### src/rtl/fetch_controller_pkg.sv
// rtl/fetch_controller_pkg.sv - shared fetch state encoding and PC defaults
package fetch_controller_pkg;

    localparam int unsigned XLEN = 32;

    localparam logic [XLEN-1:0] DEF_RESET_PC = 32'h0000_0000;
    localparam int unsigned     DEF_PC_INC   = 4;

    typedef enum logic [1:0] {
        ST_IDLE = 2'd0,
        ST_REQ  = 2'd1,
        ST_WAIT = 2'd2,
        ST_HOLD = 2'd3
    } fetch_state_e;

    // Redirect targets are forced onto a word boundary.
    function automatic logic [XLEN-1:0] word_align(input logic [XLEN-1:0] addr);
        return addr & ~(XLEN'(3));
    endfunction

endpackage

### src/rtl/fetch_controller.sv
// rtl/fetch_controller.sv - single-outstanding instruction fetch sequencer with redirect kill
module fetch_controller
    import fetch_controller_pkg::*;
#(
    parameter logic [XLEN-1:0] RESET_PC = DEF_RESET_PC,
    parameter int unsigned     PC_INC   = DEF_PC_INC
) (
    input  logic            i_clock,
    input  logic            i_reset,
    output logic            o_mem_req,
    output logic [XLEN-1:0] o_mem_addr,
    input  logic            i_mem_gnt,
    input  logic            i_mem_rvalid,
    input  logic [XLEN-1:0] i_mem_rdata,
    input  logic            i_redirect_valid,
    input  logic [XLEN-1:0] i_redirect_pc,
    output logic            o_inst_valid,
    input  logic            i_inst_ready,
    output logic [XLEN-1:0] o_inst_code,
    output logic [XLEN-1:0] o_inst_pc
);

    fetch_state_e    r_state;
    logic [XLEN-1:0] r_pc;
    logic            r_kill;
    logic            r_inst_valid;
    logic [XLEN-1:0] r_inst_code;
    logic [XLEN-1:0] r_inst_pc;

    fetch_state_e    w_next_state;
    logic [XLEN-1:0] w_pc_next;
    logic            w_kill_next;
    logic            w_valid_next;
    logic            w_capture;
    logic            w_mem_req;
    logic [XLEN-1:0] w_redirect_tgt;

    assign w_redirect_tgt = word_align(i_redirect_pc);

    always_ff @(posedge i_clock) begin
        if (i_reset) begin
            r_state      <= ST_IDLE;
            r_pc         <= RESET_PC;
            r_kill       <= 1'b0;
            r_inst_valid <= 1'b0;
            r_inst_code  <= '0;
            r_inst_pc    <= '0;
        end else begin
            r_state      <= w_next_state;
            r_pc         <= w_pc_next;
            r_kill       <= w_kill_next;
            r_inst_valid <= w_valid_next;
            if (w_capture) begin
                r_inst_code <= i_mem_rdata;
                r_inst_pc   <= r_pc;
            end
        end
    end

    // Redirect takes priority in every state; the granted-but-stale fetch is
    // tracked by r_kill so its response is swallowed in WAIT.
    always_comb begin
        w_next_state = r_state;
        w_pc_next    = r_pc;
        w_kill_next  = r_kill;
        w_valid_next = r_inst_valid;
        w_capture    = 1'b0;
        w_mem_req    = 1'b0;
        case (r_state)
            ST_IDLE: begin
                w_next_state = ST_REQ;
                if (i_redirect_valid) w_pc_next = w_redirect_tgt;
            end
            ST_REQ: begin
                w_mem_req = 1'b1;
                if (i_redirect_valid) begin
                    w_pc_next = w_redirect_tgt;
                    if (i_mem_gnt) begin
                        w_next_state = ST_WAIT;
                        w_kill_next  = 1'b1;
                    end
                end else if (i_mem_gnt) begin
                    w_next_state = ST_WAIT;
                end
            end
            ST_WAIT: begin
                if (i_redirect_valid) begin
                    w_pc_next = w_redirect_tgt;
                    if (i_mem_rvalid) begin
                        w_next_state = ST_REQ;
                        w_kill_next  = 1'b0;
                    end else begin
                        w_kill_next  = 1'b1;
                    end
                end else if (i_mem_rvalid) begin
                    if (r_kill) begin
                        w_next_state = ST_REQ;
                        w_kill_next  = 1'b0;
                    end else begin
                        w_next_state = ST_HOLD;
                        w_capture    = 1'b1;
                        w_valid_next = 1'b1;
                        w_pc_next    = r_pc + XLEN'(PC_INC);
                    end
                end
            end
            ST_HOLD: begin
                if (i_redirect_valid) begin
                    w_pc_next    = w_redirect_tgt;
                    w_valid_next = 1'b0;
                    w_next_state = ST_REQ;
                end else if (i_inst_ready) begin
                    w_valid_next = 1'b0;
                    w_next_state = ST_REQ;
                end
            end
            default: w_next_state = ST_IDLE;
        endcase
    end

    assign o_mem_req    = w_mem_req;
    assign o_mem_addr   = r_pc;
    assign o_inst_valid = r_inst_valid;
    assign o_inst_code  = r_inst_code;
    assign o_inst_pc    = r_inst_pc;

endmodule

### config.mk
export PLATFORM = sky130hd
export DESIGN_NAME = fetch_controller
export DESIGN_NICKNAME = d
export VERILOG_FILES = /design/src/rtl/fetch_controller_pkg.sv /design/src/rtl/fetch_controller.sv
export SDC_FILE = /design/constraint.sdc
export NUM_CORES = 1
export LEC_CHECK = 0
export ABC_AREA = 0
export BUFFER_PORTS_ARGS = -buffer_cell sky130_fd_sc_hd__clkbuf_2
export CAP_MARGIN = 25
export CORE_ASPECT_RATIO = 0.8
export CORE_MARGIN = 2
export CORE_UTILIZATION = 50
export CTS_CLUSTER_DIAMETER = 50
export DETAILED_ROUTE_END_ITERATION = 6
export HOLD_SLACK_MARGIN = 0.06
export PLACE_DENSITY = 0.85
export SLEW_MARGIN = 40
export SYNTH_ARGS = -nofsm -noshare
export SYNTH_HDL_FRONTEND = slang
export SYNTH_SLANG_ARGS = --single-unit
### constraint.sdc
create_clock -name i_clock -period 3.1 [get_ports i_clock]
set_clock_uncertainty 0.05 [all_clocks]
set_input_delay 0.155 -clock i_clock [delete_from_list [all_inputs] [get_ports i_clock]]
set_output_delay 0.155 -clock i_clock [all_outputs]
set_load 0.02 [all_outputs]
==> results_dict.tcl <==
set metrics [dict create \
    status "finished clean" \
    final_common_cell "clkbuf_2" \
    switching_share_pct 29.7 \
    power_switching_uw 737 \
    hold_path_depth 3 \
    grt_most_used_layer "met2" \
    synth_area_mm2 0.00436 \
    dieArea_mm2 0.00950 \
    cp.arrival_ns 2.61 \
    hp-class "in2reg" \
    grt_pass1_vias 4407 \
    cp_max_fo 12 \
    area_delta_synth_final_pct 34.5 \
    synth_ff_type "dfxtp_1" \
    min_period_ns 2.43 \
    rr_startpoint "r_state[0]" \
    cp-end-kind "flip-flop" \
    report.final.slew_viol_count 0 \
    routed_via_density 5.51 \
    r2r-end "o_mem_addr[30]" \
    grt_overflow 0 \
    p_leak_nw 2.48 \
    multi_input_area_mm2 0.00223 \
    numCtsBuffers 9 \
    clkTransAtPathRegs_ns 0.10 \
    whs_endpoint "o_mem_addr[23]" \
    cts-root-buf "clkbuf_8" \
    seqPwrFrac_pct 53.4 \
    fill_cells 679 \
    placed_cells 813 \
    antennaDiodeCount 0 \
    cts_sinks 96 \
    synth_edf_count 0 \
    grtUsageTotal_pct 27.3 \
    worstHoldStart "i_redirect_pc[23]" \
    reg2reg_slack_ns 0.67 \
    clock_path_buffers 2 \
    drt_wl_total_um 13200 \
    instances_no_fill 874 \
    remaining_drc_errors 0 \
    synthCells 570 \
    layout-drive-gt1-share_pct 26.4 \
    fp.dieH_um 87.6 \
    register_area_mm2 0.00192 \
    ys_seq_area_share_pct 44.0 \
    clock_latency_ns 0.36 \
    io_pins 168 \
    worstMarginPinSlew_ns 0.811 \
    drt_iter0_drc 483 \
    crit_chain "inv_1 > ha_1 > and3b_1 > nor2_1 > buf_4 > nor3_1 > a21oi_1 > o22ai_1" \
    avgSynthCellArea_um2 7.66 \
    dpl.hpwl_um 9100 \
    met2_usage_pct 47.0 \
    slowest_delay_ns 0.66 \
    nNetsFinal 831 \
    fin_crit_sh_pct 78.4 \
    drt_first_pass_iters 6 \
    ys_types 59 \
    cp-start-kind "flip-flop" \
    worst-r2r-cell-count 8 \
    ant_nets 0 \
    worstSetupPathType "reg2reg" \
    rsz0062_at_grt "false" \
    routedWlPerCell_um 15.1 \
    core-area_mm2 0.00848 \
    portBuffers 161 \
    maxCapViolCount 0 \
    cp.required_ns 3.28 \
    final_cell_mix "clkbuf_2, nand2_1, dfxtp_1" \
    hold_viol 0 \
    intPower_mw 1.74 \
    max_clock_freq_ghz 0.411 \
    die_x_um 108 \
    slowest_stage "nor2_1" \
    use_met3_pct 6.77 \
    ys_ff_latch 96 \
    routabilityCongestion 0.900 \
    fin_setup_tns_ns 0 \
    initial_core_util_pct 51.4 \
    routed-via-count 4818 \
    clock_power_share_pct 33.4 \
    ir_drop_mv 0.251 \
    met1_usage_pct 33.7 \
    power_density_mw_per_mm2 422 \
    grt_pass1_wl_um 20600 \
    slew_headroom_pct 45.7 \
    synthArstFlopShare_pct 0 \
    setup_viol 0 \
    antenna_found_initial 0 \
    yosysWarnings 0 \
    rows 30 \
    cts_tree "done" \
    grt_max_degree 59 \
    path_buf_inv 2 \
    path_delay_family "simple AND/OR/NAND/NOR gates" \
    htree_levels 3 \
    power_frac_comb_pct 13.3 \
]
-- Yosys cell counts, drive strengths merged (9+ instances only) --
cell | n | area share [%]
o21ai | 14 | 1.6
nand3 | 14 | 1.9
dfxtp | 96 | 44
nor3 | 9 | 1.1
a22oi | 9 | 1.5
buf | 12 | 1.8
inv | 9 | 0.77
clkbuf | 32 | 2.8
nand2 | 158 | 14
nor2 | 35 | 3.0
nand4 | 10 | 1.4
a21oi | 85 | 9.7
-- worst reg2reg max path: cells and delay by family, from the launching register on --
family                   cells  cell delay [ns]
buffers and inverters        2             0.33
flip-flops                   1             0.41
AND/OR/NAND/NOR              3             1.01
adder cells (fa/ha/maj)      1             0.27
AO/OA/AOI/OAI                2             0.23
-- kinds of logic (layout without fill, tap and decap cells) --
family	after synthesis	after routing	synth area share, %
and+or+nand+nor	263	263	27.9
AOI/OAI and AO/OA	144	144	19.5
DFF	96	96	44.0
buffers and inverters	53	242	5.36
muxes	5	5	1.18
adders and majority gates	4	4	1.15
xor gates and xnor gates	4	4	0.803
other	1	4	0.0859
-- power by group through the flow --
stage               clock network (mW)  logic (mW)  registers (mW)
floorplan                            0       0.143            1.37
finish                           0.826       0.328            1.32
global placement                     0       0.271            1.35
CTS                              0.848       0.324            1.32
detailed placement                   0       0.278            1.35
global route                     0.904       0.356            1.33
-- layer usage --
layer | wire, um | share of wire, %
met4 | 263 | 2.0
met5 | 0 | 0
met3 | 1110 | 8.4
met2 | 6380 | 48
met1 | 5430 | 41
-- metrics by stage --
stage | total power, mW | util, % | hold slack (ns) | setup WS, ns | cell area [um^2]
floorplan | 1.51 | - | 0.214 | 0.927 | 4380
global placement | 1.62 | 61.5 | 0.325 | 0.767 | 5210
detailed placement | 1.63 | 61.5 | 0.324 | 0.710 | 5210
CTS | 2.49 | 69.2 | 0.0705 | 0.703 | 5870
global route | 2.59 | 69.2 | 0.0682 | 0.537 | 5870
finish | 2.48 | 69.2 | 0.0794 | 0.669 | 5870
-- flip-flops by register name, indices dropped and copies added (netlist names) --
register      cells
o_inst_valid      1
r_kill            1
o_inst_code      32
o_inst_pc        30
o_mem_addr       30
r_state           2
-- how the worst max path moves through the flow --
stage                             start              to  slack, ns  depth (start not counted)
after floorplan           o_mem_addr[2]  o_mem_addr[22]       0.93                          6
after global placement       r_state[0]  o_mem_addr[30]       0.77                          8
after detailed placement     r_state[0]  o_mem_addr[30]       0.71                          8
after CTS                    r_state[0]  o_mem_addr[30]       0.70                          8
after global routing         r_state[0]  o_mem_addr[30]       0.54                          8
final                        r_state[0]  o_mem_addr[30]       0.67                          8
-- final cells by class --
cell class              instances  share of cell area (%)
clock buffers                   9                    2.11
clock inverters                 7                    1.43
inverters                       9                   0.575
multi-input cells             424                    38.0
flip-flops and latches         96                    32.7
well taps                     112                    2.39
repair buffers                217                    22.8
-- repair_timing --
item / in CTS / in global routing
hold endpoints to repair: 45 / 0
hold buffers: 45 / 0
resized for setup: 0 / 0
buffers inserted: 0 / 0
No activity file was read; power rests on OpenSTA's default activity.
